===== config.mk =====
export PLATFORM = sky130hd
export DESIGN_NAME = controlador_memoria_dados
export DESIGN_NICKNAME = d
export VERILOG_FILES = /design/src/rtl/nrisc_pkg.sv /design/src/rtl/fila_escrita.sv /design/src/rtl/controlador_memoria_dados.sv
export SDC_FILE = /design/constraint.sdc
export NUM_CORES = 1
export LEC_CHECK = 0
export CAP_MARGIN = 15
export CORE_MARGIN = 2
export CORE_UTILIZATION = 41
export DETAILED_ROUTE_END_ITERATION = 7
export GPL_TIMING_DRIVEN = 1
export PLACE_DENSITY = 0.63
export SLEW_MARGIN = 5
export SYNTH_ARGS = -nofsm -noshare
export SYNTH_HDL_FRONTEND = slang
export SYNTH_SLANG_ARGS = --single-unit

===== constraint.sdc =====
create_clock -name clock -period 8 [get_ports clock]
set_input_delay 2.4 -clock clock [delete_from_list [all_inputs] [get_ports clock]]
set_output_delay 2.4 -clock clock [all_outputs]
set_load 0.01 [all_outputs]

===== src/rtl/nrisc_pkg.sv =====
// Shared types and constants for the nRISC data-memory path.
package nrisc_pkg;

  localparam int unsigned LARGURA     = 8;
  localparam int unsigned PROF_PADRAO = 4;

  typedef enum logic [1:0] {
    OCIOSO     = 2'd0,
    ESCREVENDO = 2'd1,
    LENDO      = 2'd2,
    RETORNO    = 2'd3
  } estado_t;

  typedef struct packed {
    logic [LARGURA-1:0] addr;
    logic [LARGURA-1:0] data;
  } entrada_t;

endpackage


===== src/rtl/fila_escrita.sv =====
// Posted-write FIFO of {addr, data}; with WBUF_FORWARD_EN it also searches
// for the newest entry matching a load address.
module fila_escrita
  import nrisc_pkg::*;
#(
  parameter int unsigned PROF = PROF_PADRAO
) (
  input  logic               clock,
  input  logic               reset,
  input  logic               push_i,
  input  logic               pop_i,
  input  entrada_t           entrada_i,
  output entrada_t           cabeca_o,
  output entrada_t           proxima_o,
  output logic               cheia_o,
  output logic               mais_de_um_o,
`ifdef WBUF_FORWARD_EN
  input  logic [LARGURA-1:0] busca_addr_i,
  output logic               hit_o,
  output logic [LARGURA-1:0] hit_data_o,
`endif
  output logic               vazia_o
);

  localparam int unsigned PW = $clog2(PROF);
  localparam int unsigned CW = PW + 1;

  entrada_t       mem_q [PROF];
  logic [PW-1:0]  cab_q;
  logic [PW-1:0]  cau_q;
  logic [CW-1:0]  cnt_q;

  // Pointers wrap naturally because PROF is a power of two.
  always_ff @(posedge clock) begin
    if (reset) begin
      cab_q <= '0;
      cau_q <= '0;
      cnt_q <= '0;
    end else begin
      if (push_i) cau_q <= cau_q + PW'(1);
      if (pop_i)  cab_q <= cab_q + PW'(1);
      if (push_i && !pop_i)      cnt_q <= cnt_q + CW'(1);
      else if (pop_i && !push_i) cnt_q <= cnt_q - CW'(1);
    end
  end

  always_ff @(posedge clock) begin
    if (push_i) mem_q[cau_q] <= entrada_i;
  end

  assign cabeca_o     = mem_q[cab_q];
  assign proxima_o    = mem_q[cab_q + PW'(1)];
  assign cheia_o      = (cnt_q == CW'(PROF));
  assign vazia_o      = (cnt_q == '0);
  assign mais_de_um_o = (cnt_q > CW'(1));

`ifdef WBUF_FORWARD_EN
  // Walk oldest to newest so the last match found is the newest store.
  always_comb begin
    hit_o      = 1'b0;
    hit_data_o = '0;
    for (int unsigned k = 0; k < PROF; k++) begin
      if ((CW'(k) < cnt_q) && (mem_q[cab_q + PW'(k)].addr == busca_addr_i)) begin
        hit_o      = 1'b1;
        hit_data_o = mem_q[cab_q + PW'(k)].data;
      end
    end
  end
`endif

endmodule


===== src/rtl/controlador_memoria_dados.sv =====
// Data-memory controller: posted-write buffer drained over req/ack, blocking
// external reads, stall to the core. Macro WBUF_FORWARD_EN enables load forwarding.
module controlador_memoria_dados
  import nrisc_pkg::*;
#(
  parameter int unsigned PROF = PROF_PADRAO
) (
  input  logic               clock,
  input  logic               reset,
  input  logic               MemWrite,
  input  logic               MemLoad,
  input  logic [LARGURA-1:0] enderecoDado,
  input  logic [LARGURA-1:0] dadoEscr,
  output logic [LARGURA-1:0] dadoLido,
  output logic               stall,
  output logic               buffer_vazio,
  output logic               mem_req,
  output logic               mem_we,
  output logic [LARGURA-1:0] mem_addr,
  output logic [LARGURA-1:0] mem_wdata,
  input  logic [LARGURA-1:0] mem_rdata,
  input  logic               mem_ack
);

  estado_t            estado_q, estado_d;
  logic               req_q, req_d, we_q, we_d;
  logic [LARGURA-1:0] addr_q, addr_d, wdata_q, wdata_d;
  logic [LARGURA-1:0] leitura_q, leitura_d;
  entrada_t           nova, cabeca, proxima;
  logic               cheia, vazia, mais_de_um;
  logic               store, load, push, pop, carga_miss, carga_ext;
`ifdef WBUF_FORWARD_EN
  logic               hit;
  logic [LARGURA-1:0] hit_data;
`endif

  // A simultaneous store and load is handled as a store.
  assign store = MemWrite;
  assign load  = MemLoad & ~MemWrite;
  assign pop   = (estado_q == ESCREVENDO) & mem_ack;
  assign push  = store & (~cheia | pop);
  assign nova  = '{addr: enderecoDado, data: dadoEscr};

`ifdef WBUF_FORWARD_EN
  assign carga_miss = load & ~hit;
  assign carga_ext  = carga_miss;
  assign dadoLido   = (load & hit) ? hit_data : leitura_q;
`else
  // Without forwarding a load may only go out once every older store has drained.
  assign carga_miss = load;
  assign carga_ext  = load & vazia;
  assign dadoLido   = leitura_q;
`endif

  fila_escrita #(.PROF(PROF)) u_fila (
    .clock        (clock),
    .reset        (reset),
    .push_i       (push),
    .pop_i        (pop),
    .entrada_i    (nova),
    .cabeca_o     (cabeca),
    .proxima_o    (proxima),
    .cheia_o      (cheia),
    .mais_de_um_o (mais_de_um),
`ifdef WBUF_FORWARD_EN
    .busca_addr_i (enderecoDado),
    .hit_o        (hit),
    .hit_data_o   (hit_data),
`endif
    .vazia_o      (vazia)
  );

  always_ff @(posedge clock) begin
    if (reset) estado_q <= OCIOSO;
    else       estado_q <= estado_d;
  end

  // Next state: in OCIOSO a load miss wins over draining.
  always_comb begin
    estado_d = estado_q;
    case (estado_q)
      OCIOSO: begin
        if (carga_ext)   estado_d = LENDO;
        else if (!vazia) estado_d = ESCREVENDO;
      end
      ESCREVENDO: begin
        if (mem_ack) estado_d = (mais_de_um && !carga_ext) ? ESCREVENDO : OCIOSO;
      end
      LENDO: begin
        if (mem_ack) estado_d = RETORNO;
      end
      default: estado_d = OCIOSO;
    endcase
  end

  // Handshake register next values and the combinational stall.
  always_comb begin
    req_d     = req_q;
    we_d      = we_q;
    addr_d    = addr_q;
    wdata_d   = wdata_q;
    leitura_d = leitura_q;
    stall     = 1'b0;
    case (estado_q)
      OCIOSO: begin
        if (estado_d == LENDO) begin
          req_d = 1'b1; we_d = 1'b0; addr_d = enderecoDado; wdata_d = '0;
        end else if (estado_d == ESCREVENDO) begin
          req_d = 1'b1; we_d = 1'b1; addr_d = cabeca.addr; wdata_d = cabeca.data;
        end
      end
      ESCREVENDO: begin
        if (mem_ack && estado_d == ESCREVENDO) begin
          addr_d = proxima.addr; wdata_d = proxima.data;
        end else if (mem_ack) begin
          req_d = 1'b0; we_d = 1'b0; addr_d = '0; wdata_d = '0;
        end
      end
      LENDO: begin
        if (mem_ack) begin
          leitura_d = mem_rdata;
          req_d = 1'b0; we_d = 1'b0; addr_d = '0; wdata_d = '0;
        end
      end
      default: ;
    endcase
    if (store)                                 stall = cheia & ~pop;
    else if (carga_miss && estado_q != RETORNO) stall = 1'b1;
  end

  always_ff @(posedge clock) begin
    if (reset) begin
      req_q     <= 1'b0;
      we_q      <= 1'b0;
      addr_q    <= '0;
      wdata_q   <= '0;
      leitura_q <= '0;
    end else begin
      req_q     <= req_d;
      we_q      <= we_d;
      addr_q    <= addr_d;
      wdata_q   <= wdata_d;
      leitura_q <= leitura_d;
    end
  end

  assign mem_req      = req_q;
  assign mem_we       = we_q;
  assign mem_addr     = addr_q;
  assign mem_wdata    = wdata_q;
  assign buffer_vazio = vazia;

endmodule


==> impl_metrics.py, run 1 <==
metrics = {
    "sta": {
        "relSlewSlack_pct": 21.7,
        "tightest_slew_ps": 1180,
        "maxSlewViolCount": 0,
        "period_needed_ps": 6810,
        "rsz0062_at_grt": "no",
        "final-setup-viol-count": 0,
        "fmax_ghz": 0.147,
        "tns_ps": 0,
        "clock_skew_ps": 8.38,
        "period_share_pct": 85.1,
        "fin_ws_ps": 1190,
        "hold_viol_final": 0,
    },
    "global_route": {
        "grt_antenna_before_repair": 0,
        "grt_pass1_wl_um": 17300,
        "grt_max_degree": 37,
        "grt-ovfl-total": 0,
        "grt_pass1_vias": 3204,
        "track_usage_pct": 17.8,
    },
    "die": {
        "core_area_um2": 11400,
        "fp.dieW_um": 112,
        "die_y_um": 112,
        "die-area_um2": 12600,
        "start_util_pct": 42.0,
        "top_level_ports": 57,
        "std_cell_rows": 39,
    },
    "place": {
        "hpwl_um": 7050,
        "dp_slack_ps": 1140,
        "dp.cells": 562,
        "place_congestion": 0.784,
        "portBuffers": 56,
    },
    "power_and_ir_drop": {
        "combPwrFrac_pct": 44.7,
        "pwr-share-seq_pct": 34.6,
        "power.share.clock_pct": 20.8,
        "p_sw_share_pct": 39.0,
        "switchingPower_mw": 0.803,
        "p_total_mw": 2.06,
        "p_leak_nw": 1.87,
        "power_density_nw_per_um2": 363,
        "internal_power_mw": 1.26,
        "ir_drop_uv": 202,
    },
    "critical_path": {
        "cp.required_ps": 5600,
        "crit_arrival_ps": 4410,
        "endpoint_kind": "output pin",
        "critical_path.max_fanout": 17,
        "worst_setup_path_start_kind": "primary input",
        "worst-setup-path-type": "primary input to output pin",
    },
    "finish": {
        "antenna_cells": 0,
        "syn_to_final_growth_pct": 18.5,
        "final_nets": 475,
        "final_cell_count_no_fill": 578,
        "drive_above_1_share_pct": 7.59,
    },
    "synth": {
        "synth-edff-count": 64,
        "yosysTopAreaCellShare_pct": 40.1,
        "synth.most_common_cell": "edfxtp_1",
        "synthesis.nets": 431,
        "syn_area_per_cell_um2": 12.4,
        "async_flop_share_pct": 0,
        "synth_common_cells": "edfxtp_1 (64), mux2i_1 (46), dfxtp_1 (37), nor2_1 (35), a21oi_1 (33)",
        "synthesis.instances": 386,
        "synth_area_um2": 4790,
        "seq_area_frac_synth_pct": 55.5,
        "yosysUniqueCellTypes": 42,
        "synth_area_leader_cell": "edfxtp_1",
        "synth_area_leaders": "edfxtp_1 (40%), dfxtp_1 (15%), mux2i_1 (9.6%), mux4_2 (4.7%), ha_1 (4.2%)",
        "ys_warn_count": 0,
        "synth_ff_type": "edfxtp_1",
        "ys_ff_latch": 101,
    },
    "min_path": {
        "hp-class": "flop to flop",
    },
    "clock_tree": {
        "insertion_delay_ps": 350,
        "cts_sinks": 101,
        "ctsResizeCount": 0,
        "clockBufferDepth": 2,
        "cts_buffers": 9,
        "postCtsSetupBuffers": 0,
        "cts.htree.levels": 3,
        "hold_buffers": 0,
        "clkTransAtPathRegs_ps": 60,
        "cts_tree": "done",
        "clockRootBuffer": "clkbuf_16",
    },
    "outcome": {
        "status": "complete, no violations",
    },
    "run": {
        "cap_violations": 0,
    },
    "routing": {
        "drt_iter0_markers": 170,
        "firstDrtPassIters": 5,
        "ant_nets": 0,
        "drc_errors": 0,
        "via_per_inst": 5.57,
        "wl_per_cell_um": 19.1,
        "vias": 3221,
        "wl_um": 11000,
    },
}
-- critical path, stage by stage --
cell	delay (ps)
clkdlybuf4s50_1	840
nand2_1	260
a31oi_4	350
a21oi_1	70
clkdlybuf4s50_1	480
-- logic make-up (layout without fill, tap and decap cells) --
logic type | count (synthesis) | count (layout) | synth area share (%)
compound gates | 96 | 96 | 13.2
buf+inv | 35 | 84 | 4.18
xor+xnor | 5 | 5 | 0.913
mux | 56 | 56 | 14.3
simple gates | 77 | 77 | 7.75
flops | 101 | 101 | 55.5
fa+ha+maj | 16 | 16 | 4.18
-- through the flow --
stage / hold slack [ps] / cell area, um2 / utilization (%)
2_1_floorplan: 481 / 4790 / -
3_5_place_dp: 450 / 5390 / 47.2
4_1_cts: 459 / 5680 / 49.8
3_3_place_gp: 444 / 5390 / 47.2
6_report: 456 / 5680 / 49.8
5_1_grt: 479 / 5680 / 49.8
-- cells in the final DEF, fill, tap and decap left out, drive strengths merged, types with 2 or more instances in the layout --
master	count
clkinv	2
nor2b	4
a211oi	14
o22ai	6
o211ai	8
or3b	2
a21oi	34
o21bai	7
o21ai	13
o221ai	8
nor2	35
mux2i	46
ha	16
dfxtp	37
nand2b	4
inv	10
clkdlybuf4s50	56
edfxtp	64
mux4	10
buf	3
clkbuf	11
nand2	11
and2	5
xor2	4
nand3	11
nor3b	3
-- flip-flops by register name, indices dropped and copies added, names as in the netlist, 2 cells and up, named ones only --
name and cells:
u_fila.cau_q 2, estado_q 2, mem_addr 8, mem_wdata 8, u_fila.cab_q 2, u_fila.mem_q 64
dadoLido 8, u_fila.cnt_q 3
-- metal layers --
layer	up-vias	GRT usage, %	share of wire [%]
li1	1533	-	-
met4	0	5.45	0.70
met5	-	0	0
met1	1588	24.0	46
met2	96	29.6	48
met3	4	3.19	5.2
-- worst paths after layout --
path                    start          end  slack [ps]  cells after the start
setup / recovery      mem_ack        stall        1190                      5
hold / removal    dadoLido[5]  dadoLido[5]         460                      2
setup reg to reg  estado_q[0]      mem_req        4610                     10
hold reg to reg   dadoLido[5]  dadoLido[5]         460                      2
-- power groups by stage --
stage / Clock [mW] / Sequential (mW) / Combinational (mW)
after global placement: 0 / 0.720 / 0.900
after floorplan: 0 / 0.719 / 0.639
final: 0.428 / 0.712 / 0.920
after global routing: 0.456 / 0.724 / 1.02
after detailed placement: 0 / 0.724 / 0.919
after CTS: 0.439 / 0.713 / 0.923
-- final cells by class --
| cell class | instances | area [um2] |
|---|---|---|
| Timing Repair Buffer | 59 | 583 |
| Multi-Input combinational cell | 250 | 1930 |
| Clock buffer | 11 | 233 |
| Tap cell | 143 | 179 |
| Fill cell | 1015 | 5740 |
| Clock inverter | 5 | 58.8 |
| Inverter | 9 | 33.8 |
| Sequential cell | 101 | 2660 |
(Power assumes the default switching activity.)
==> inputs of run 2 (changes only) <==
ABC_AREA = 1   (was not set)
CTS_CLUSTER_SIZE = 8   (was not set)
PLACE_DENSITY = 0.62   (was 0.63)
==> run 2 against run 1 <==
Critical path depth increased by 1. Highest routed layer unchanged. Critical path type unchanged. Cell count increased by 36%. Total power decreased by 3.8%. Synthesized cell count increased by 52%.
==> impl_metrics.py, run 2 <==
metrics = {
    "routing": {
        "drc_errors": 0,
        "wl_per_cell_um": 16.4,
        "wl_um": 12900,
        "ant_nets": 0,
        "vias": 4242,
        "drt_iter0_markers": 256,
        "firstDrtPassIters": 5,
        "via_per_inst": 5.40,
    },
    "power_and_ir_drop": {
        "switchingPower_mw": 0.797,
        "p_sw_share_pct": 40.2,
        "power_density_nw_per_um2": 337,
        "ir_drop_uv": 135,
        "p_leak_nw": 2.34,
        "pwr-share-seq_pct": 35.1,
        "internal_power_mw": 1.18,
        "power.share.clock_pct": 20.4,
        "combPwrFrac_pct": 44.4,
    },
    "finish": {
        "largest_reg_flops": 64,
        "final_common_cell": "nand2_1",
        "mostFrequentLayoutCells": "nand2_1 (143), edfxtp_1 (64), nor2_1 (57)",
        "drive_above_1_share_pct": 5.33,
        "antenna_cells": 0,
        "fin_util_pct": 49.6,
        "syn_to_final_growth_pct": 19.0,
        "fin_area_um2": 5880,
        "final_nets": 678,
        "regMostFlops": "u_fila.mem_q",
    },
    "die": {
        "start_util_pct": 41.7,
        "top_level_ports": 57,
        "core_area_um2": 11900,
        "die-area_um2": 12900,
        "std_cell_rows": 40,
        "fp.dieW_um": 114,
        "die_y_um": 114,
    },
    "clock_tree": {
        "cts_buffers": 9,
        "clockRootBuffer": "clkbuf_16",
        "insertion_delay_ps": 350,
        "cts_sinks": 101,
        "cts.htree.levels": 3,
        "clkTransAtPathRegs_ps": 60,
        "clockBufferDepth": 2,
        "ctsResizeCount": 0,
        "postCtsSetupBuffers": 0,
        "hold_buffers": 0,
        "cts_tree": "done",
    },
    "synth": {
        "ys_warn_count": 0,
        "synthMuxAreaShare_pct": 0,
        "synth_top_family_by_area": "simple AND/OR/NAND/NOR gates",
        "synth_area_leader_cell": "edfxtp_1",
        "synth_ff_type": "edfxtp_1",
        "synth_compound_area_share_pct": 13.5,
        "syn_area_per_cell_um2": 8.43,
        "yosysTopAreaCellShare_pct": 38.9,
        "synth-edff-count": 64,
        "synth_area_leaders": "edfxtp_1 (39%), dfxtp_1 (15%), nand2_1 (11%), nand3_1 (4.8%), nor2_1 (4.3%)",
        "synth_fa_ha_area_share_pct": 4.05,
        "synth_xor_area_share_pct": 0.177,
        "yosys.area_share.simple_pct": 21.0,
        "synthesis.instances": 586,
        "yosysUniqueCellTypes": 26,
        "synth_common_cells": "nand2_1 (143), edfxtp_1 (64), nor2_1 (57), nand3_1 (47), inv_1 (46)",
        "synth.most_common_cell": "nand2_1",
        "async_flop_share_pct": 0,
        "seq_area_frac_synth_pct": 53.9,
        "synthesis.nets": 631,
        "ys_ff_latch": 101,
        "synth_area_um2": 4940,
    },
    "run": {
        "cap_violations": 0,
    },
    "critical_path": {
        "worst_setup_path_start_kind": "primary input",
        "endpoint_kind": "output pin",
        "worst-setup-path-type": "primary input to output pin",
        "reg2reg_depth": 12,
        "cp.required_ps": 5600,
        "crit_arrival_ps": 3990,
        "critical_path.max_fanout": 24,
    },
    "place": {
        "place_area_um2": 5610,
        "hpwl_um": 7980,
        "place_congestion": 0.854,
        "portBuffers": 56,
    },
    "sta": {
        "period_share_pct": 79.9,
        "fmax_ghz": 0.156,
        "final-setup-viol-count": 0,
        "clock_skew_ps": 6.52,
        "maxSlewViolCount": 0,
        "tns_ps": 0,
        "relSlewSlack_pct": 35.0,
        "period_needed_ps": 6390,
        "tightest_slew_ps": 974,
        "rsz0062_at_grt": "no",
        "hold_viol_final": 0,
    },
    "global_route": {
        "grt_antenna_before_repair": 0,
        "grt-ovfl-total": 0,
        "grt_pass1_vias": 4091,
        "track_usage_pct": 20.7,
        "grt_max_degree": 43,
        "grt_pass1_wl_um": 20600,
    },
    "min_path": {
        "whs_path_depth": 2,
        "hp-class": "flop to flop",
    },
    "outcome": {
        "status": "complete, no violations",
    },
}
==> run 2: metal layers <==
| metal | share of wire [%] | track usage (%) | up-vias |
|---|---|---|---|
| li1 | - | - | 2041 |
| met1 | 43 | 26.6 | 1977 |
| met2 | 47 | 33.1 | 194 |
| met3 | 7.1 | 3.61 | 30 |
| met4 | 3.2 | 12.0 | 0 |
| met5 | 0 | 0 | - |
==> run 2: logic make-up (layout without fill, tap and decap cells) <==
logic type                 after synthesis  after routing
AOI/OAI and AO/OA                      123            123
and+or+nand+nor                        255            255
DFF                                    101            101
buffers and inverters                   90            142
adders and majority gates               16             16
xor gates and xnor gates                 1              1
==> run 2: layout make-up <==
type	instances	area, um2
fillers	1127	5980
flip-flops and latches	101	2660
multi-input cells	395	1920
repair buffers	62	606
clock buffers	14	264
inverters	64	240
well taps	147	184
clock inverters	2	7.51
==> run 2: path summary, 6_finish.rpt <==
| kind | endpoint | slack [ps] | start |
|---|---|---|---|
| max | stall | 1610 | mem_ack |
| min | dadoLido[1] | 490 | dadoLido[1] |
| min reg2reg | dadoLido[1] | 490 | dadoLido[1] |
| max reg2reg | mem_req | 5160 | u_fila.cnt_q[0] |
==> run 2: per-stage QoR <==
stage | instances | setup WS (ps) | total power [mW] | hold slack (ps)
after floorplan | 586 | 2830 | 1.29 | 472
after global placement | 769 | 1660 | 1.56 | 471
after detailed placement | 769 | 1640 | 1.58 | 480
after CTS | 785 | 1620 | 1.99 | 493
after global routing | 785 | 1540 | 2.13 | 517
final | 785 | 1610 | 1.98 | 491
==> run 2: critical path, stage by stage <==
cell and delay (ps):
clkdlybuf4s50_1 460, buf_4 290, nand2_1 160, nand3_1 130
o22ai_1 70, clkdlybuf4s50_1 480
==> run 2: power groups by stage <==
stage	Clock (mW)	Combinational (mW)	Sequential (mW)
finish	0.405	0.881	0.696
global route	0.436	0.993	0.705
detailed placement	0	0.876	0.705
CTS	0.418	0.880	0.695
floorplan	0	0.582	0.706
global placement	0	0.862	0.703
==> inputs of run 3 (changes only) <==
PLACE_DENSITY = 0.65   (was 0.62)
clock period = 5.29 ns   (was 8 ns; I/O delays follow)
==> run 3 against run 2 <==
First-iteration DRC count grew 11%. Sequential power rose by 52%. Wire length is 0.33% lower.
==> impl_metrics.py, run 3 (same netlist as run 2, synthesis figures left out) <==
metrics = {
    "outcome": {
        "status": "complete, no violations",
    },
    "die": {
        "start_util_pct": 41.7,
        "fp.dieW_um": 114,
        "core_area_um2": 11900,
        "top_level_ports": 57,
        "die-area_um2": 12900,
        "std_cell_rows": 40,
        "die_y_um": 114,
    },
    "clock_tree": {
        "cts_buffers": 9,
        "hold_buffers": 0,
        "clockRootBuffer": "clkbuf_16",
        "postCtsSetupBuffers": 0,
        "ctsResizeCount": 0,
        "clkTransAtPathRegs_ps": 60,
        "insertion_delay_ps": 340,
        "clockBufferDepth": 2,
        "cts_tree": "done",
        "cts.htree.levels": 3,
        "cts_sinks": 101,
    },
    "place": {
        "place_area_um2": 5610,
        "place_congestion": 0.873,
        "dp.cells": 769,
        "dp_slack_ps": 804,
        "hpwl_um": 8040,
        "portBuffers": 56,
    },
    "power_and_ir_drop": {
        "power_density_nw_per_um2": 507,
        "ir_drop_uv": 245,
        "p_leak_nw": 2.32,
        "p_total_mw": 2.97,
    },
    "sta": {
        "worst_hold_slack_ps": 483,
        "tns_ps": 0,
        "tightest_slew_ps": 988,
        "fin_ws_ps": 787,
        "period_needed_ps": 4500,
        "rsz0062_at_grt": "no",
        "clock_skew_ps": 8.23,
        "fmax_ghz": 0.222,
        "final-setup-viol-count": 0,
        "maxSlewViolCount": 0,
        "period_share_pct": 85.1,
        "hold_viol_final": 0,
        "relSlewSlack_pct": 34.1,
    },
    "global_route": {
        "grt_antenna_before_repair": 0,
        "track_usage_pct": 20.5,
        "grt_pass1_vias": 4154,
        "grt_pass1_wl_um": 20600,
        "grt-ovfl-total": 0,
        "grt_max_degree": 31,
    },
    "finish": {
        "fin_area_um2": 5860,
        "antenna_cells": 0,
        "drive_above_1_share_pct": 5.17,
        "final_nets": 678,
        "final_cell_count_no_fill": 785,
        "syn_to_final_growth_pct": 18.7,
        "fillers": 1125,
        "fin_util_pct": 49.4,
        "multiInputGateArea_um2": 1920,
        "regArea_um2": 2660,
        "mostFrequentLayoutCells": "nand2_1 (143), edfxtp_1 (64), nor2_1 (57)",
        "largest_reg_flops": 64,
        "regMostFlops": "u_fila.mem_q",
        "final_common_cell": "nand2_1",
    },
    "routing": {
        "drt_iter0_markers": 284,
        "wl_per_cell_um": 16.3,
        "ant_nets": 0,
        "wl_um": 12800,
        "via_per_inst": 5.37,
        "drc_errors": 0,
        "firstDrtPassIters": 5,
        "vias": 4212,
    },
    "min_path": {
        "hp-class": "flop to flop",
    },
    "critical_path": {
        "worst-setup-path-type": "primary input to output pin",
        "cp.required_ps": 3700,
        "worst_setup_path_start_kind": "primary input",
        "endpoint_kind": "output pin",
        "crit_arrival_ps": 2920,
        "critical_path.max_fanout": 3,
    },
    "run": {
        "cap_violations": 0,
    },
}
==> run 3: cell count changes in the layout (fill, tap and decap cells not counted), sizes merged <==
cell	previous run	this run
clkbuf	14	15
clkinvlp	0	1
clkinv	7	5
==> run 3: critical path, stage by stage <==
cell	delay, ps
clkdlybuf4s50_1	430
nand2_1	120
nand3_1	100
o22ai_1	120
clkdlybuf4s50_1	560
==> run 3: power breakdown <==
group | leakage, nW | switching, mW | total (mW) | internal (mW)
clock | 0.118 | 0.264 | 0.584 | 0.320
sequential | 0.891 | 0.0867 | 1.06 | 0.975
combinational | 1.31 | 0.855 | 1.33 | 0.474
==> run 3: layout make-up <==
class | count | share of cell area (%)
Sequential cell | 101 | 45.4
Multi-Input combinational cell | 395 | 32.7
Timing Repair Buffer | 62 | 10.3
Clock buffer | 15 | 4.23
Inverter | 64 | 4.10
Tap cell | 147 | 3.14
Clock inverter | 1 | 0.128
==> run 3: worst paths after layout <==
| kind | from | end | slack [ps] | cells past startpoint |
|---|---|---|---|---|
| setup / recovery | mem_ack | stall | 790 | 5 |
| hold / removal | dadoLido[2] | dadoLido[2] | 480 | 2 |
| setup reg to reg | u_fila.cnt_q[1] | mem_addr[2] | 2480 | 12 |
| hold reg to reg | dadoLido[2] | dadoLido[2] | 480 | 2 |
==> run 3: layer usage <==
metal | track usage (%) | wire [um]
met5 | 0 | 0
met4 | 9.67 | 257
met3 | 3.83 | 836
met2 | 34.8 | 6220
met1 | 25.3 | 5500
